### src/rtl/axi4_lite_pkg.sv
// Shared types for the AXI4-Lite register file slave.
// Response codes, channel FSM states and bus widths.
package axi4_lite_pkg;

  localparam int DATA_W = 32;
  localparam int STRB_W = 4;

  typedef enum logic [1:0] {
    OKAY   = 2'b00,
    EXOKAY = 2'b01,
    SLVERR = 2'b10,
    DECERR = 2'b11
  } axi_resp_e;

  typedef enum logic [1:0] {
    W_IDLE,
    W_EXEC,
    W_RESP
  } write_state_e;

  typedef enum logic {
    R_IDLE,
    R_RESP
  } read_state_e;

  // Word index falls inside the implemented bank
  function automatic logic addr_hit(
    input logic [29:0] idx,
    input int unsigned n
  );
    return {2'b00, idx} < n;
  endfunction

endpackage

### src/rtl/axi4_lite_regbank.sv
// Register storage with a byte-strobed write port.
// Slot 0 always reads the constant ID value.
module axi4_lite_regbank
  import axi4_lite_pkg::*;
#(
  parameter int          NUM_REGS = 16,
  parameter logic [31:0] ID_VALUE = 32'hA11E_0001,
  parameter int          IDX_W    = $clog2(NUM_REGS)
) (
  input  logic                       clk,
  input  logic                       rst_n,
  input  logic                       we,
  input  logic [IDX_W-1:0]           widx,
  input  logic [DATA_W-1:0]          wdata,
  input  logic [STRB_W-1:0]          wstrb,
  input  logic [IDX_W-1:0]           ridx,
  output logic [DATA_W-1:0]          rdata,
  output logic [DATA_W*NUM_REGS-1:0] reg_out
);

  logic [DATA_W-1:0] mem [NUM_REGS];

  // Strobed byte writes; slot 0 is never written by the top
  always_ff @(posedge clk or negedge rst_n) begin
    if (!rst_n) begin
      for (int i = 0; i < NUM_REGS; i++) begin
        mem[i] <= '0;
      end
    end else if (we) begin
      for (int b = 0; b < STRB_W; b++) begin
        if (wstrb[b]) begin
          mem[widx][8*b +: 8] <= wdata[8*b +: 8];
        end
      end
    end
  end

  assign rdata = (ridx == '0) ? ID_VALUE : mem[ridx];

  for (genvar g = 0; g < NUM_REGS; g++) begin : g_out
    if (g == 0) begin : g_id
      assign reg_out[0 +: DATA_W] = ID_VALUE;
    end else begin : g_reg
      assign reg_out[DATA_W*g +: DATA_W] = mem[g];
    end
  end

endmodule

### src/rtl/axi4_lite_slave_regfile.sv
// AXI4-Lite slave in front of a register bank.
// Independent write (AW/W/B) and read (AR/R) channel FSMs.
module axi4_lite_slave_regfile
  import axi4_lite_pkg::*;
#(
  parameter int          NUM_REGS = 16,
  parameter logic [31:0] ID_VALUE = 32'hA11E_0001
) (
  input  logic                       clk,
  input  logic                       rst_n,
  input  logic [31:0]                S_AXI_AWADDR,
  input  logic                       S_AXI_AWVALID,
  output logic                       S_AXI_AWREADY,
  input  logic [31:0]                S_AXI_WDATA,
  input  logic [3:0]                 S_AXI_WSTRB,
  input  logic                       S_AXI_WVALID,
  output logic                       S_AXI_WREADY,
  output logic [1:0]                 S_AXI_BRESP,
  output logic                       S_AXI_BVALID,
  input  logic                       S_AXI_BREADY,
  input  logic [31:0]                S_AXI_ARADDR,
  input  logic                       S_AXI_ARVALID,
  output logic                       S_AXI_ARREADY,
  output logic [31:0]                S_AXI_RDATA,
  output logic [1:0]                 S_AXI_RRESP,
  output logic                       S_AXI_RVALID,
  input  logic                       S_AXI_RREADY,
  output logic [32*NUM_REGS-1:0]     reg_out
);

  localparam int IDX_W = $clog2(NUM_REGS);

  write_state_e      wstate;
  logic              aw_held;
  logic              w_held;
  logic [29:0]       aw_idx;
  logic [DATA_W-1:0] wdata_q;
  logic [STRB_W-1:0] wstrb_q;
  logic              awready;
  logic              wready;
  logic              bvalid;
  axi_resp_e         bresp;

  read_state_e       rstate;
  logic              arready;
  logic              rvalid;
  logic [DATA_W-1:0] rdata;
  axi_resp_e         rresp;

  logic              aw_hs;
  logic              w_hs;
  logic              ar_hs;
  logic              w_hit;
  logic              w_ok;
  logic              bank_we;
  logic              r_hit;
  logic [DATA_W-1:0] bank_rdata;
  logic              unused_addr_lsb;

  assign aw_hs   = S_AXI_AWVALID & awready;
  assign w_hs    = S_AXI_WVALID & wready;
  assign ar_hs   = S_AXI_ARVALID & arready;

  assign w_hit   = addr_hit(aw_idx, NUM_REGS);
  assign w_ok    = w_hit && (aw_idx != '0);
  assign bank_we = (wstate == W_EXEC) && w_ok;
  assign r_hit   = addr_hit(S_AXI_ARADDR[31:2], NUM_REGS);

  // Byte lane inside a word carries no meaning here
  assign unused_addr_lsb = ^{S_AXI_AWADDR[1:0], S_AXI_ARADDR[1:0]};

  // Write channel: collect AW and W in any order, commit, respond
  always_ff @(posedge clk or negedge rst_n) begin
    if (!rst_n) begin
      wstate  <= W_IDLE;
      aw_held <= 1'b0;
      w_held  <= 1'b0;
      aw_idx  <= '0;
      wdata_q <= '0;
      wstrb_q <= '0;
      awready <= 1'b0;
      wready  <= 1'b0;
      bvalid  <= 1'b0;
      bresp   <= OKAY;
    end else begin
      unique case (wstate)
        W_IDLE: begin
          if (aw_hs) begin
            aw_idx  <= S_AXI_AWADDR[31:2];
            aw_held <= 1'b1;
            awready <= 1'b0;
          end else if (!aw_held) begin
            awready <= 1'b1;
          end
          if (w_hs) begin
            wdata_q <= S_AXI_WDATA;
            wstrb_q <= S_AXI_WSTRB;
            w_held  <= 1'b1;
            wready  <= 1'b0;
          end else if (!w_held) begin
            wready  <= 1'b1;
          end
          if ((aw_held || aw_hs) && (w_held || w_hs)) begin
            wstate <= W_EXEC;
          end
        end
        W_EXEC: begin
          bresp   <= w_ok ? OKAY : SLVERR;
          bvalid  <= 1'b1;
          aw_held <= 1'b0;
          w_held  <= 1'b0;
          wstate  <= W_RESP;
        end
        W_RESP: begin
          if (S_AXI_BREADY) begin
            bvalid  <= 1'b0;
            awready <= 1'b1;
            wready  <= 1'b1;
            wstate  <= W_IDLE;
          end
        end
        default: wstate <= W_IDLE;
      endcase
    end
  end

  // Read channel: sample bank at AR handshake, hold until RREADY
  always_ff @(posedge clk or negedge rst_n) begin
    if (!rst_n) begin
      rstate  <= R_IDLE;
      arready <= 1'b0;
      rvalid  <= 1'b0;
      rdata   <= '0;
      rresp   <= OKAY;
    end else begin
      unique case (rstate)
        R_IDLE: begin
          if (ar_hs) begin
            rdata   <= r_hit ? bank_rdata : '0;
            rresp   <= r_hit ? OKAY : SLVERR;
            rvalid  <= 1'b1;
            arready <= 1'b0;
            rstate  <= R_RESP;
          end else begin
            arready <= 1'b1;
          end
        end
        R_RESP: begin
          if (S_AXI_RREADY) begin
            rvalid  <= 1'b0;
            arready <= 1'b1;
            rstate  <= R_IDLE;
          end
        end
        default: rstate <= R_IDLE;
      endcase
    end
  end

  axi4_lite_regbank #(
    .NUM_REGS (NUM_REGS),
    .ID_VALUE (ID_VALUE),
    .IDX_W    (IDX_W)
  ) u_bank (
    .clk     (clk),
    .rst_n   (rst_n),
    .we      (bank_we),
    .widx    (aw_idx[IDX_W-1:0]),
    .wdata   (wdata_q),
    .wstrb   (wstrb_q),
    .ridx    (S_AXI_ARADDR[IDX_W+1:2]),
    .rdata   (bank_rdata),
    .reg_out (reg_out)
  );

  assign S_AXI_AWREADY = awready;
  assign S_AXI_WREADY  = wready;
  assign S_AXI_BVALID  = bvalid;
  assign S_AXI_BRESP   = bresp;
  assign S_AXI_ARREADY = arready;
  assign S_AXI_RVALID  = rvalid;
  assign S_AXI_RDATA   = rdata;
  assign S_AXI_RRESP   = rresp;

endmodule
### config.mk
export PLATFORM = sky130hd
export DESIGN_NAME = axi4_lite_slave_regfile
export DESIGN_NICKNAME = d
export VERILOG_FILES = /design/src/rtl/axi4_lite_pkg.sv /design/src/rtl/axi4_lite_regbank.sv /design/src/rtl/axi4_lite_slave_regfile.sv
export SDC_FILE = /design/constraint.sdc
export NUM_CORES = 1
export LEC_CHECK = 0
export CORE_ASPECT_RATIO = 0.9
export CORE_MARGIN = 2
export CORE_UTILIZATION = 52
export CTS_CLUSTER_SIZE = 25
export DETAILED_ROUTE_END_ITERATION = 7
export PLACE_DENSITY_LB_ADDON = 0.05
export SETUP_SLACK_MARGIN = 0.2
export SYNTH_ARGS = -nofsm -noshare
export SYNTH_HDL_FRONTEND = slang
export SYNTH_SLANG_ARGS = --single-unit
### constraint.sdc
create_clock -name clk -period 2.9 [get_ports clk]
set_input_delay 0.58 -clock clk [delete_from_list [all_inputs] [get_ports clk]]
set_output_delay 0.58 -clock clk [all_outputs]
set_load 0.005 [all_outputs]
==> results of run 1 <==
-- metal layers --
metal  up-vias  GRT usage
met5         -          0
met4         2     0.0925
met3       148     0.0848
met2       666      0.510
met1     10100      0.384
li1       7964          -
-- path summary, 6_finish.rpt --
kind,start,end
max,aw_idx[9]$_DFFE_PN0P_,u_bank.reg_out[72]$_DFFE_PN0P_
min,u_bank.mem[484]$_DFFE_PN0P_,u_bank.mem[484]$_DFFE_PN0P_
max reg2reg,aw_idx[9]$_DFFE_PN0P_,u_bank.reg_out[72]$_DFFE_PN0P_
min reg2reg,u_bank.mem[484]$_DFFE_PN0P_,u_bank.mem[484]$_DFFE_PN0P_
max in group asynchronous,rst_n,aw_idx[14]$_DFFE_PN0P_
min in group asynchronous,rst_n,u_bank.reg_out[447]$_DFFE_PN0P_
-- power groups by stage --
stage / clock network [mW] / logic (mW) / registers [mW]
6_report: 8.58 / 2.50 / 10.4
2_1_floorplan: 0 / 2.11 / 9.69
3_3_place_gp: 0 / 2.45 / 10.5
3_5_place_dp: 0 / 2.51 / 10.5
5_1_grt: 9.10 / 2.68 / 10.6
4_1_cts: 8.73 / 2.52 / 10.4
-- layout make-up --
class,instances,area (sq um),share of cell area
sequential,619,15500,0.407
clock buffer,102,1970,0.0517
multi-input combinational,1004,11900,0.312
tap,783,980,0.0257
antenna,4,10.0,0.000263
clock inverter,15,214,0.00562
timing repair buffer,735,7500,0.197
inverter,9,33.8,0.000887
-- worst max-delay path, cell delays in order (launching register included) --
cell and delay, ps:
dfrtp_1 390, nor4_1 470, nand4_1 250, buf_12 310
nor4_4 280, buf_4 280, mux2_2 380
-- synth_stat cells (all sizes together) (2+ instances only) --
cell type and count:
conb 2, nor2 13, a22oi 48, nand3 12, clkbuf 68, a21oi 8, nor4 74, nor2b 6
mux4 123, a32o 5, a22o 24, nor3 4, dfrtp 619, and3 3, a21o 2, a211o 3
a211oi 3, inv 9, o21ai 10, buf 588, nand4 5, o22a 2, mux2 542, nor3b 3
nand2 52, mux2i 22
-- state kept, by name, summed over array words and instances, names as in the netlist --
signal / cells
wstrb_q: 4
S_AXI_WREADY: 1
S_AXI_AWREADY: 1
wdata_q: 32
w_held: 1
S_AXI_ARREADY: 1
S_AXI_BVALID: 1
u_bank.mem: 29
S_AXI_RRESP: 1
S_AXI_BRESP: 1
S_AXI_RDATA: 32
aw_idx: 30
S_AXI_RVALID: 1
aw_held: 1
u_bank.reg_out: 480
wstate: 2
rstate: 1
-- stage by stage --
step	hold WS, ps	util	power (mW)
4_1_cts	376	0.634	21.6
5_1_grt	385	0.634	22.3
3_5_place_dp	363	0.597	13.0
2_1_floorplan	284	-	11.8
6_report	372	0.634	21.5
3_3_place_gp	360	0.597	12.9
-- what timing repair did --
item | in CTS | in global routing
endpoints found under the hold margin | 42 | 0
setup buffers | 0 | 0
hold buffers | 1 | 0
endpoints found under the setup margin | 0 | 0
-- kinds of logic (layout without fill, tap and decap cells) --
kind of cell,after synthesis,after routing,synth area share
simple gates,178,178,0.0580
compound gates,105,105,0.0249
other cells,2,38,0.000236
flops,619,619,0.488
mux,687,687,0.286
buf+inv,665,861,0.143
==> flow_summary.ini, run 1 <==
[outcome]
status = completed

[timing]
fin_crit_sh = 0.894
final-hold-violation-count = 0
drv_slew = 0
fin_tns_setup_ps = 0
setup_viol = 0
grt_setup_unrepaired = no
tightest_slew_ps = 1230
period_needed_ps = 2590
layout_setup_ws_ps = 306
relSlewSlack = 0.176
timing.fmax_mhz = 386
fin_skew_ps = 23.5

[synthesis]
synthFlopType = dfrtp_1
yosysTopAreaCellShare = 0.488
synth_top_cell_by_area = dfrtp_1
yosys-top-cells-area = dfrtp_1 49%, mux2_2 19%, buf_4 12%
synth_area_sq_um = 31800
ys_seq_area_frac = 0.488
synth-edff-count = 0
synthArstFlopShare = 1.00
ys_ff_latch = 619
synthCells = 2256
avgSynthCellArea_sq_um = 14.1
synth_cell_types = 37
ys_warn_count = 0

[die]
io_pins = 660
die-area_sq_um = 63100
die_h_microns = 238
rows = 85
die_x_microns = 265
core-area_sq_um = 60100
start_util = 0.529

[critical_path]
worstSetupPathType = reg2reg
critPathArrivalTime_ps = 3070
reg2regPathDepth = 6
cp.required_ps = 3370
critPathLaunchType = flip-flop
end_kind = flip-flop
cp_max_fo = 61
r2r_slack_ps = 310

[drt]
drcViolationCount = 0
initialDrtViolationCount = 1414
top_layer = met5
wl_met1_mm = 38.1
postRouteAntennaNets = 0
routedWlPerCell_microns = 29.3
first_pass_iters = 5
vias = 18900
via_per_inst = 5.77
wl_met3_mm = 6.84
wl_met2_mm = 47.9
wirelength_mm = 95.8

[placement]
dpl_cell_area_sq_um = 35900
dp_cells = 3149
post-place-ws_ps = 311
place_congestion = 0.857
io_buffers = 621
post-dp-hpwl_mm = 66.1

[clocking]
cts_buffers = 66
insertion_delay_ps = 600
cts_tree = yes
cts-resized-gates = 0
cts_root_buf = clkbuf_16
clk_path_buf_depth = 3
clkTransAtPathRegs_ps = 60
cts_sinks = 619
htree_levels = 3

[global_routing]
grt_use_total = 0.304
grt_max_degree = 80
grt_overflow = 0
grt_pass1_wl_mm = 139
grt_pass1_vias = 19600
antenna_found_initial = 5

[worst_hold_path]
whs_path_depth = 0
hp-class = reg2reg

[power_and_ir_drop]
seqPwrFrac = 0.485
clock_power_share = 0.399
vdd_drop_max_mv = 0.536
power_density_nw_per_um2 = 564
power.net_switching_mw = 6.21
power_frac_comb = 0.116
power_leakage_nw = 17.4
p_sw_frac = 0.289
p_int_mw = 15.3

[finish]
areaGrowthSynthToFinish_pct = 19.9
drive_gt1_frac = 0.383
final_cells = 3271
final_cell_mix = 619 x dfrtp_1, 616 x clkdlybuf4s50_1, 542 x mux2_2
fillers = 4552
finalInstanceArea_sq_um = 38100
final_common_cell = dfrtp_1
final_nets = 2542

[job]
drv_cap = 0
Note: power is estimated with default switching activity, not from simulation.
==> run 2, diff against run 1 <==
--- a/config.mk
+++ b/config.mk
@@ -12,6 +12,7 @@
 export DETAILED_ROUTE_END_ITERATION = 7
 export PLACE_DENSITY_LB_ADDON = 0.05
 export SETUP_SLACK_MARGIN = 0.2
+export SLEW_MARGIN = 40
 export SYNTH_ARGS = -nofsm -noshare
 export SYNTH_HDL_FRONTEND = slang
 export SYNTH_SLANG_ARGS = --single-unit
==> constraint.sdc (replaced) <==
create_clock -name clk -period 2.6 [get_ports clk]
set_input_delay 0.52 -clock clk [delete_from_list [all_inputs] [get_ports clk]]
set_output_delay 0.52 -clock clk [all_outputs]
set_load 0.005 [all_outputs]
==> flow_summary.ini, run 2 (synthesis results as in run 1) <==
[clocking]
cts_sinks = 619
cts_root_buf = clkbuf_16
clkTransAtPathRegs_ps = 60
cts_buffers = 67
clk_path_buf_depth = 3
insertion_delay_ps = 600
htree_levels = 3
cts_tree = yes

[drt]
wirelength_mm = 96.2
first_pass_iters = 4
vias = 18900
drcViolationCount = 0
initialDrtViolationCount = 1293
postRouteAntennaNets = 0
via_per_inst = 5.74
routedWlPerCell_microns = 29.2

[worst_hold_path]
hp-class = reg2reg
hold_path.startpoint = u_bank.mem[482]$_DFFE_PN0P_

[critical_path]
critPathLaunchType = flip-flop
crit_buf_inv = 3
crit_chain = nor4_4, nand4_1, buf_4, buf_12, nor4_4, buf_6, mux2_2
end_kind = flip-flop
worstSetupPathType = reg2reg
crit_path_frequent_cell = nor4_4
cp_slowest_cell = dfrtp_1
crit_path_start = aw_idx[10]$_DFFE_PN0P_
r2r_start = aw_idx[10]$_DFFE_PN0P_
cp_max_fo = 31
critPathArrivalTime_ps = 2810
cpPeakStageDelay_ps = 400
cp.required_ps = 3080
crit_family = simple AND/OR/NAND/NOR gates

[timing]
fin_crit_sh = 0.896
setup_viol = 0
grt_setup_unrepaired = no
timing.fmax_mhz = 429
tightest_slew_ps = 707
final-hold-violation-count = 0
period_needed_ps = 2330
fin_skew_ps = 17.9
relSlewSlack = 0.528
drv_slew = 0
fin_tns_setup_ps = 0

[die]
io_pins = 660
die-area_sq_um = 63100
die_x_microns = 265
rows = 85
start_util = 0.529
core-area_sq_um = 60100
die_h_microns = 238

[placement]
post-dp-hpwl_mm = 67.4
io_buffers = 621
place_congestion = 0.851
dp_cells = 3171

[finish]
final_cell_mix = 617 x dfrtp_1, 616 x clkdlybuf4s50_1, 542 x mux2_2
areaGrowthSynthToFinish_pct = 22.6
largest_register_ff_count = 480
fillers = 4414
drive_gt1_frac = 0.392
final_cells = 3295
final_common_cell = dfrtp_1
final_nets = 2569

[power_and_ir_drop]
power_density_nw_per_um2 = 614
p_int_mw = 17.0
vdd_drop_max_mv = 0.713
power_frac_comb = 0.122
power_leakage_nw = 17.7
clock_power_share = 0.392
power.net_switching_mw = 6.95
p_sw_frac = 0.291
seqPwrFrac = 0.486

[global_routing]
antenna_found_initial = 5
grt_max_degree = 87
grt_pass1_wl_mm = 139
grt_use_total = 0.304
grt_pass1_vias = 19900
grt_overflow = 0

[outcome]
status = completed

[job]
drv_cap = 0
run 2: changes by cell type in the layout (fill, tap and decap cells not counted), sizes merged:
cell / previous run / this run
buf: 118 / 142
bufinv: 5 / 2
clkbuf: 102 / 105
clkinv: 6 / 9
clkinvlp: 1 / 0
inv: 12 / 10
run 2: layer usage:
metal	global-route usage	vias up	share of wire
li1	-	8015	-
met1	0.378	10000	0.39
met2	0.503	710	0.49
met3	0.0888	178	0.075
met4	0.121	2	0.043
met5	0	-	0.00014
run 2: through the flow:
step	setup WS, ps	hold slack, ps	area [sq um]	utilization	power [mW]
CTS	208	376	38800	0.646	24.0
detailed placement	73.1	363	36600	0.609	14.6
finish	270	374	38900	0.648	23.9
global route	201	385	38900	0.648	24.9
global placement	116	360	36600	0.609	14.4
floorplan	292	224	31900	-	13.2
run 2: cell type report:
class                   instances  area, sq um  area share
inverters                       9         33.8    0.000868
clock buffers                 103         2030      0.0521
multi-input cells            1004        12000       0.307
clock inverters                12          118     0.00302
flip-flops and latches        619        15500       0.398
diodes                          4         10.0    0.000257
well taps                     783          980      0.0252
repair buffers                761         8320       0.214
run 2: worst paths after layout:
path                                                   endpoint  slack [ps]  cells past startpoint
worst min register to register      u_bank.mem[482]$_DFFE_PN0P_         370                      0
worst max-delay path            u_bank.reg_out[387]$_DFFE_PN0P_         270                      7
worst min-delay path                u_bank.mem[482]$_DFFE_PN0P_         370                      0
worst max register to register  u_bank.reg_out[387]$_DFFE_PN0P_         270                      7
max in group asynchronous       u_bank.reg_out[151]$_DFFE_PN0P_        1230                      4
min in group asynchronous       u_bank.reg_out[415]$_DFFE_PN0P_         420                      2
run 2: repair_timing:
item | in CTS | in global routing
endpoints found under the setup margin | 445 | 260
hold buffers | 1 | 0
resized for setup | 5 | 9
gates cloned | 1 | 2
pin swaps | 1 | 6
endpoints found under the hold margin | 31 | 0
buffers inserted | 1 | 0
run 2: power groups by stage:
stage,Sequential [mW],Clock [mW],Combinational [mW]
final,11.6,9.37,2.92
after floorplan,10.8,0,2.35
after global routing,11.8,9.97,3.12
after detailed placement,11.7,0,2.90
after CTS,11.5,9.58,2.93
after global placement,11.6,0,2.82
